## src/rtl/id_ex_reg.sv

```systemverilog
`default_nettype none
// ============================================================================
// Module      : id_ex_reg
// Description : Decode-to-execute pipeline register for the pipelined LEGv8
//               core. Captures the decode-stage control word, operands and
//               instruction fields every rising edge and presents them to the
//               execute stage one cycle later. Supports hold (stall), bubble
//               insertion (flush) and carries a valid bit alongside.
//
// Ports       : clk          - single clock, all updates on rising edge
//               reset        - synchronous active-high reset (clears all)
//               stall        - hold current contents
//               flush        - load a bubble (all zeros) on next edge
//               id_*         - decode-stage control, index and data inputs
//               ex_*         - registered copies of the id_* inputs
//
// Parameters  : N            - width of operands, immediate and PC
//
// Revision    : 1.0 - initial release
// ============================================================================
module id_ex_reg #(
    parameter int N = 64
) (
    input  logic          clk,
    input  logic          reset,
    input  logic          stall,
    input  logic          flush,

    input  logic          id_valid,
    input  logic [1:0]    id_aluop,
    input  logic          id_alusrc,
    input  logic          id_regwrite,
    input  logic          id_memread,
    input  logic          id_memwrite,
    input  logic          id_memtoreg,
    input  logic          id_branch,
    input  logic [10:0]   id_funct,
    input  logic [4:0]    id_rn,
    input  logic [4:0]    id_rm,
    input  logic [4:0]    id_rd,
    input  logic [N-1:0]  id_pc,
    input  logic [N-1:0]  id_rd1,
    input  logic [N-1:0]  id_rd2,
    input  logic [N-1:0]  id_signimm,

    output logic          ex_valid,
    output logic [1:0]    ex_aluop,
    output logic          ex_alusrc,
    output logic          ex_regwrite,
    output logic          ex_memread,
    output logic          ex_memwrite,
    output logic          ex_memtoreg,
    output logic          ex_branch,
    output logic [10:0]   ex_funct,
    output logic [4:0]    ex_rn,
    output logic [4:0]    ex_rm,
    output logic [4:0]    ex_rd,
    output logic [N-1:0]  ex_pc,
    output logic [N-1:0]  ex_rd1,
    output logic [N-1:0]  ex_rd2,
    output logic [N-1:0]  ex_signimm
);

    // Everything travels as one flat word: valid(1) + aluop(2) + six
    // single-bit controls + funct(11) + three register indices(15) + four
    // N-bit data fields.
    localparam int BUS_W = 1 + 2 + 6 + 11 + 15 + 4 * N;

    // A bubble is the all-zero word: no register write, no memory access,
    // and aluop=00 makes the ALU do a harmless add.
    localparam logic [BUS_W-1:0] c_BUBBLE = '0;

    logic [BUS_W-1:0] w_id_bus;
    logic [BUS_W-1:0] w_next;
    logic [BUS_W-1:0] r_ex_bus;

    assign w_id_bus = {id_valid, id_aluop, id_alusrc, id_regwrite,
                       id_memread, id_memwrite, id_memtoreg, id_branch,
                       id_funct, id_rn, id_rm, id_rd,
                       id_pc, id_rd1, id_rd2, id_signimm};

    // Priority flush > stall > load. Reset is handled in the register itself
    // so it wins over everything, including an active stall or flush.
    // Invalid slots are passed through as-is; the decoder already zeroes
    // their controls.
    always_comb begin
        w_next = r_ex_bus;
        if (flush) begin
            w_next = c_BUBBLE;
        end else if (!stall) begin
            w_next = w_id_bus;
        end
    end

    always_ff @(posedge clk) begin
        if (reset) begin
            r_ex_bus <= c_BUBBLE;
        end else begin
            r_ex_bus <= w_next;
        end
    end

    assign {ex_valid, ex_aluop, ex_alusrc, ex_regwrite,
            ex_memread, ex_memwrite, ex_memtoreg, ex_branch,
            ex_funct, ex_rn, ex_rm, ex_rd,
            ex_pc, ex_rd1, ex_rd2, ex_signimm} = r_ex_bus;

endmodule
`default_nettype wire

```

## config.mk

```make
export PLATFORM = sky130hd
export DESIGN_NAME = id_ex_reg
export DESIGN_NICKNAME = d
export VERILOG_FILES = /design/src/rtl/id_ex_reg.sv
export SDC_FILE = /design/constraint.sdc
export NUM_CORES = 1
export LEC_CHECK = 0
export ABC_AREA = 1
export CORE_AREA = 5 5 224 226
export CTS_CLUSTER_DIAMETER = 100
export DETAILED_ROUTE_END_ITERATION = 10
export DIE_AREA = 0 0 229 231
export DONT_BUFFER_PORTS = 1
export GPL_TIMING_DRIVEN = 0
export HOLD_SLACK_MARGIN = 0.05
export PLACE_DENSITY = 0.37
export SYNTH_ARGS = -nofsm -noshare
export SYNTH_HDL_FRONTEND = slang
export SYNTH_SLANG_ARGS = --single-unit
```

## constraint.sdc

```tcl
create_clock -name clk -period 1.91 [get_ports clk]
set_clock_uncertainty 0.05 [all_clocks]
set_input_delay 0.382 -clock clk [delete_from_list [all_inputs] [get_ports clk]]
set_output_delay 0.382 -clock clk [all_outputs]
set_load 0.005 [all_outputs]
```

==> flow_summary.json, run 1 <==
{
  "start_kind": "register",
  "start_util": 0.246,
  "first_pass_iters": 5,
  "netlist_instances": 1844,
  "dp_cells": 2466,
  "ys_types": 8,
  "port-buffer-count": 0,
  "wl_met3_um": 4290,
  "cp_max_fo": 2,
  "synthesis.nets": 2139,
  "antenna_cells": 0,
  "largest_reg_flops": 291,
  "cts.sinks": 291,
  "peakVddDrop_uv": 536,
  "setup_viol": 0,
  "wl_met1_um": 17700,
  "rsz0062_at_grt": "false",
  "clk_pin_slew_ps": 50,
  "worstSetupEndpointType": "output pin",
  "r2r_setup_slack_ps": 1080,
  "fmax_mhz": 695,
  "p_total_w": 0.0149,
  "clk_latency_ps": 540,
  "area_growth_pct": 40.9,
  "wl_met2_um": 22700,
  "nets": 2469,
  "utilization": 0.347,
  "row_count": 81,
  "n_fill_cell": 5168,
  "dp_hpwl_um": 35200,
  "die_h_um": 231,
  "grt_overflow": 0,
  "dieArea_um2": 52900,
  "htree_levels": 2,
  "fin_crit_sh": 0.753,
  "cts_resized": 0,
  "ios": 586,
  "power_density_nw_per_um2": 893,
  "clockRootBuffer": "clkbuf_16",
  "grt_pass1_wl_um": 68400,
  "finalHoldViolCount": 0,
  "syn-cell-area_um2": 11900,
  "cts_buffers": 37,
  "worstSetupPathType": "register to output pin",
  "gp_congestion": 0.817,
  "required_ps": 1480,
  "ctsLongestPathBuffers": 3,
  "largest_register": "r_ex_bus",
  "outcome": "complete, no violations",
  "hp-class": "input pin to register",
  "fin_crit_ps": 1440,
  "drc": 0,
  "layout-drive-gt1-share": 0.0682,
  "fp.dieW_um": 229,
  "top_layer_used": "met5",
  "power.leakage_nw": 7.82,
  "grt_max_degree": 12,
  "fin_setup_tns_ps": 0,
  "synth_seq_cells": 291,
  "maxCapViolations": 0,
  "routed_wl_um": 45900,
  "avgSynthCellArea_um2": 6.43,
  "maxSlewHeadroom": 0.793,
  "reg_top3": "r_ex_bus (291)",
  "drt_iter0_markers": 429,
  "yosysSeqAreaShare": 0.491,
  "core-area_um2": 48100,
  "drv_slew": 0,
  "ant_nets": 0,
  "antenna_found_initial": 2,
  "instances_no_fill": 2821,
  "cp_data_arrival_time_ps": 1010,
  "cts_tree": "built",
  "grt_pass1_vias": 11105,
  "num_vias": 11165,
  "tightest_slew_ps": 311,
  "avgRoutedWirePerCell_um": 16.3,
  "yosysWarnings": 0,
  "holdWs_ps": 197,
  "track_usage": 0.166,
  "via_per_inst": 3.96
}
[power breakdown]
group	switching (W)	internal, W	leakage [nW]
logic	0.000828	0.000775	4.87
clock network	0.00269	0.00401	0.562
registers	0.000274	0.00634	2.38
[logic make-up after synthesis]
| kind of cell | count (synthesis) | synth area share |
|---|---|---|
| buffers and inverters | 388 | 0.140 |
| flip-flops | 291 | 0.491 |
| AND/OR/NAND/NOR | 1165 | 0.369 |
[final cells by class]
class,instances,area (µm²),area share
Sequential cell,291,5830,0.349
Tap cell,622,778,0.0466
Inverter,291,1090,0.0654
Timing Repair Buffer,291,2910,0.174
Clock inverter,6,38.8,0.00232
Buffer,97,568,0.0340
Multi-Input combinational cell,1165,4380,0.262
Clock buffer,58,1120,0.0669
[per-stage QoR]
stage | setup WS, ps | instance area [µm²]
3_3_place_gp | 230 | 12600
6_report | 472 | 16700
4_1_cts | 366 | 16700
3_5_place_dp | 226 | 12600
5_1_grt | 353 | 16700
2_1_floorplan | 782 | 11900
[metal layers]
| layer | up-vias | global-route usage |
|---|---|---|
| li1 | 5875 | - |
| met4 | 4 | 0.0470 |
| met1 | 4829 | 0.183 |
| met5 | - | 0 |
| met3 | 72 | 0.0696 |
| met2 | 385 | 0.294 |
[Yosys cell counts]
master / instances / area share
buf_4: 8 / 0.0051
nor2_1: 582 / 0.18
buf_2: 79 / 0.033
nand2_1: 582 / 0.18
buf_6: 10 / 0.0095
dfxtp_1: 291 / 0.49
inv_1: 291 / 0.092
nor2_2: 1 / 0.00053
[cells in the final DEF, fill, tap and decap left out]
master / netlist / routed
clkbuf_1: 0 / 12
inv_6: 0 / 1
dfxtp_1: 291 / 291
buf_4: 8 / 8
dlygate4sd3_1: 0 / 291
inv_1: 291 / 291
clkbuf_16: 0 / 39
nor2_1: 582 / 582
nor2_2: 1 / 1
clkinv_2: 0 / 3
clkinvlp_4: 0 / 2
clkbuf_8: 0 / 7
buf_6: 10 / 10
nand2_1: 582 / 582
buf_2: 79 / 79
[worst min-delay path: stages]
cell,delay [ps]
nor2_2,50
buf_4,200
nand2_1,80
nor2_1,30
[path summary, 6_finish.rpt]
path                 start       endpoint  cells after the start
max          r_ex_bus[193]       ex_pc[1]                      0
min                  reset  r_ex_bus[288]                      4
max reg2reg  r_ex_bus[193]  r_ex_bus[193]                      4
min reg2reg  r_ex_bus[231]  r_ex_bus[231]                      4
[repair_timing]
| action | 4_1_cts | 5_1_grt |
|---|---|---|
| buffers inserted | 0 | 0 |
| endpoints found under the hold margin | 291 | 0 |
| hold buffers | 291 | 0 |
No activity file was read; power rests on OpenSTA's default activity.
==> inputs of run 2 (changes only) <==
clock period = 1.44 ns   (was 1.91 ns; I/O delays follow)
==> run 2 against run 1 <==
Effect of this change:
- critical path type unchanged
- clock power rose by 33%
- die area is the same
- clock-buffer cell count stayed put
- highest routed layer unchanged
- critical endpoint is now ex_rd1[56]
- largest cell class unchanged
- largest power group unchanged
- wire length unchanged
- critical path depth did not move
- core utilization hardly changed
==> flow_summary.json, run 2 (synthesis gave the netlist of run 1 again) <==
{
  "maxSlewHeadroom": 0.793,
  "peakVddDrop_uv": 711,
  "postCtsSetupBuffers": 0,
  "clk_pin_slew_ps": 60,
  "power_density_nw_per_um2": 1180,
  "drv_slew": 0,
  "clk_latency_ps": 540,
  "grt_max_degree": 12,
  "cts.sinks": 291,
  "final_cell_mix": "582 x nor2_1, 582 x nand2_1, 291 x inv_1, 291 x dlygate4sd3_1, 289 x dfxtp_1",
  "antenna_cells": 0,
  "finalHoldViolCount": 0,
  "maxCapViolations": 0,
  "cp_data_arrival_time_ps": 980,
  "n_fill_cell": 5167,
  "multi_input_area_um2": 4380,
  "fmax_mhz": 760,
  "fp.dieW_um": 229,
  "largest_reg_flops": 291,
  "layout-drive-gt1-share": 0.0691,
  "cts_buffers": 37,
  "ctsLongestPathBuffers": 3,
  "core-area_um2": 48100,
  "track_usage": 0.166,
  "largest_register": "r_ex_bus",
  "clockRootBuffer": "clkbuf_16",
  "cts_tree": "built",
  "hp-class": "input pin to register",
  "die_h_um": 231,
  "worstSetupEndpointType": "output pin",
  "dieArea_um2": 52900,
  "first_pass_iters": 5,
  "via_per_inst": 3.96,
  "setup_slack_ps": 123,
  "nets": 2469,
  "rsz0062_at_grt": "false",
  "worstSetupPathType": "register to output pin",
  "fin_setup_tns_ps": 0,
  "gp_congestion": 0.817,
  "ant_nets": 0,
  "num_vias": 11165,
  "area_growth_pct": 40.9,
  "grt_pass1_wl_um": 68400,
  "reg_top3": "r_ex_bus (291)",
  "fin_crit_ps": 1320,
  "design_area_um2": 16700,
  "start_util": 0.246,
  "htree_levels": 2,
  "drt_iter0_markers": 429,
  "power.leakage_nw": 7.82,
  "required_ps": 1100,
  "setup_viol": 0,
  "fin_crit_sh": 0.914,
  "tightest_slew_ps": 311,
  "routed_wl_um": 45900,
  "outcome": "complete, no violations",
  "row_count": 81,
  "grt_overflow": 0,
  "grt_pass1_vias": 11105,
  "pre_cts_ws_ps": -150,
  "regArea_um2": 5830,
  "cp_max_fo": 2,
  "holdWs_ps": 103,
  "avgRoutedWirePerCell_um": 16.3,
  "utilization": 0.347,
  "drc": 0,
  "dp_hpwl_um": 35200,
  "ios": 586,
  "place_area_um2": 12600,
  "antenna_found_initial": 2,
  "port-buffer-count": 0,
  "start_kind": "register"
}
[run 2: cell types whose count changed in the layout (fill, tap and decap cells not counted)]
cell     change
dfxtp_1      -2
dfxtp_2      +2
[run 2: path summary, 6_finish.rpt]
kind	from	to	slack [ps]	cells after the start
setup reg to reg	r_ex_bus[218]	r_ex_bus[218]	650	4
hold reg to reg	r_ex_bus[231]	r_ex_bus[231]	480	4
setup / recovery	r_ex_bus[184]	ex_rd1[56]	120	0
hold / removal	reset	r_ex_bus[288]	100	4
[run 2: area by class of cell]
class                   instances  share of cell area
plain buffers                  97              0.0340
clock buffers                  58              0.0669
clock inverters                 6             0.00232
inverters                     291              0.0654
multi-input cells            1165               0.262
flip-flops and latches        291               0.349
well taps                     622              0.0466
repair buffers                291               0.174
[run 2: power by group]
group | total [W] | switching (W) | leakage, nW | internal (W)
logic | 0.00213 | 0.00110 | 4.87 | 0.00103
registers | 0.00878 | 0.000364 | 2.38 | 0.00841
clock network | 0.00889 | 0.00357 | 0.562 | 0.00531
total | 0.0198 | 0.00504 | 7.82 | 0.0148
[run 2: metal layers]
metal  global-route usage  up-vias  wire length (µm)
met5                    0        -                21
met4               0.0470        4              1170
met3               0.0696       72              4290
met2                0.294      385             22700
met1                0.183     4829             17700
li1                     -     5875                 -
[run 2: repair_timing]
action | 4_1_cts | 5_1_grt
endpoints found under the hold margin | 291 | 0
gates resized for setup | 1 | 1
endpoints found under the setup margin | 1 | 1
hold buffers | 291 | 0
pin swaps | 0 | 0
[run 2: stage by stage]
| step | total power [W] | std cells |
|---|---|---|
| 2_1_floorplan | 0.00991 | 1844 |
| 5_1_grt | 0.0209 | 2821 |
| 6_report | 0.0198 | 2821 |
| 3_3_place_gp | 0.0104 | 2466 |
| 3_5_place_dp | 0.0104 | 2466 |
| 4_1_cts | 0.0202 | 2821 |
==> inputs of run 3 (changes only) <==
CTS_CLUSTER_SIZE = 10   (was default)
==> run 3 against run 2 <==
Effect of this change:
- cell count decreased by 0.89%
- critical path depth unchanged
- sequential share of layout area rose by 0.46 points
- register-to-register slack hardly changed
- first-iteration DRC count up 10%
- sequential cell count is the same
- clock power decreased by 12%
- fmax increased by 0.36%
- final area is 1.3% lower
- sequential power is essentially flat
- power shrank 5.2%
- critical endpoint is now ex_pc[26]
- highest routed layer unchanged
==> flow_summary.json, run 3 (synthesis gave the netlist of run 1 again) <==
{
  "drc": 0,
  "clockRootBuffer": "clkbuf_16",
  "hp-class": "input pin to register",
  "fin_crit_sh": 0.911,
  "area_growth_pct": 39.1,
  "largest_register": "r_ex_bus",
  "setup_viol": 0,
  "first_pass_iters": 5,
  "peakVddDrop_uv": 784,
  "cp_max_fo": 2,
  "maxSlewHeadroom": 0.793,
  "power_density_nw_per_um2": 1140,
  "largest_reg_flops": 291,
  "via_per_inst": 3.97,
  "wl_met2_um": 22900,
  "rr_startpoint": "r_ex_bus[218]",
  "setup_slack_ps": 128,
  "required_ps": 1100,
  "layout-drive-gt1-share": 0.0635,
  "ctsLongestPathBuffers": 3,
  "start_kind": "register",
  "gp_congestion": 0.817,
  "tightest_slew_ps": 311,
  "cp_data_arrival_time_ps": 970,
  "power.leakage_nw": 7.72,
  "grt_pass1_vias": 10983,
  "grt_max_degree": 11,
  "cts_tree": "built",
  "htree_levels": 2,
  "finalHoldViolCount": 0,
  "num_vias": 11102,
  "fmax_mhz": 762,
  "clk_latency_ps": 530,
  "wl_met1_um": 17500,
  "fp.dieW_um": 229,
  "row_count": 81,
  "dieArea_um2": 52900,
  "pre_cts_ws_ps": -150,
  "antenna_found_initial": 2,
  "postCtsSetupBuffers": 0,
  "avgRoutedWirePerCell_um": 16.4,
  "cts.sinks": 291,
  "wl_met3_um": 4310,
  "crit_cells": 0,
  "outcome": "complete, no violations",
  "holdWs_ps": 110,
  "reg2reg_depth": 4,
  "clk_pin_slew_ps": 60,
  "start_util": 0.246,
  "maxCapViolations": 0,
  "grt_pass1_wl_um": 68000,
  "dp_hpwl_um": 35200,
  "hold_depth": 4,
  "ant_nets": 0,
  "worstSetupPathType": "register to output pin",
  "port-buffer-count": 0,
  "drt_iter0_markers": 473,
  "worstSetupEndpointType": "output pin",
  "routed_wl_um": 45900,
  "ios": 586,
  "rsz0062_at_grt": "false",
  "hold_start": "reset",
  "cts_buffers": 35,
  "antenna_cells": 0,
  "final_cell_mix": "582 x nor2_1, 582 x nand2_1, 291 x inv_1, 291 x dlygate4sd3_1, 289 x dfxtp_1",
  "top_layer_used": "met5",
  "track_usage": 0.166,
  "cp-startpoint": "r_ex_bus[218]",
  "nets": 2467,
  "fin_crit_ps": 1310,
  "core-area_um2": 48100,
  "die_h_um": 231,
  "reg_top3": "r_ex_bus (291)",
  "drv_slew": 0,
  "grt_overflow": 0
}
==> run 3: cell types whose count changed in the layout (fill, tap and decap cells not counted) <==
cell,delta
clkinv_2,-3
clkbuf_1,-11
clkbuf_16,-2
clkinvlp_4,-2
clkbuf_8,-7
==> run 3: final cells by class <==
class                           count  area, µm²
Buffer                             97        568
Clock buffer                       38        930
Clock inverter                      1       8.76
Fill cell                        5202      31600
Inverter                          291       1090
Multi-Input combinational cell   1165       4380
Sequential cell                   291       5830
Tap cell                          622        778
Timing Repair Buffer              291       2910
==> run 3: worst reg2reg max path, stage by stage, from the launching register on <==
cell	delay [ps]
dfxtp_1	440
inv_1	70
nand2_1	60
nand2_1	50
nor2_1	70
==> run 3: metal layers <==
layer  global-route usage  up-vias
met2                0.295      374
li1                     -     5850
met3               0.0679       72
met4               0.0496        4
met5                    0        -
met1                0.181     4802
==> run 3: what timing repair did <==
action	in CTS	in global routing
endpoints found under the hold margin	291	0
hold buffers	291	0
resized for setup	1	1
endpoints found under the setup margin	1	1
==> run 3: stage by stage <==
stage               TNS, ps  instances  power (W)  area (µm²)   util
finish                    0       2796     0.0188       16500  0.343
floorplan                 0       1844    0.00991       11900      -
detailed placement   -13480       2466     0.0104       12600  0.263
CTS                       0       2796     0.0192       16500  0.343
global placement      -8560       2466     0.0104       12600  0.263
global route              0       2796     0.0197       16500  0.343
==> run 3: power breakdown <==
group	internal, W	total, W	switching [W]
clock	0.00452	0.00785	0.00333
sequential	0.00841	0.00878	0.000364
combinational	0.00103	0.00213	0.00110
==> run 3: worst paths after layout <==
check,end,slack [ps]
min,r_ex_bus[288],110
max,ex_pc[26],130
min reg2reg,r_ex_bus[231],480
max reg2reg,r_ex_bus[218],640
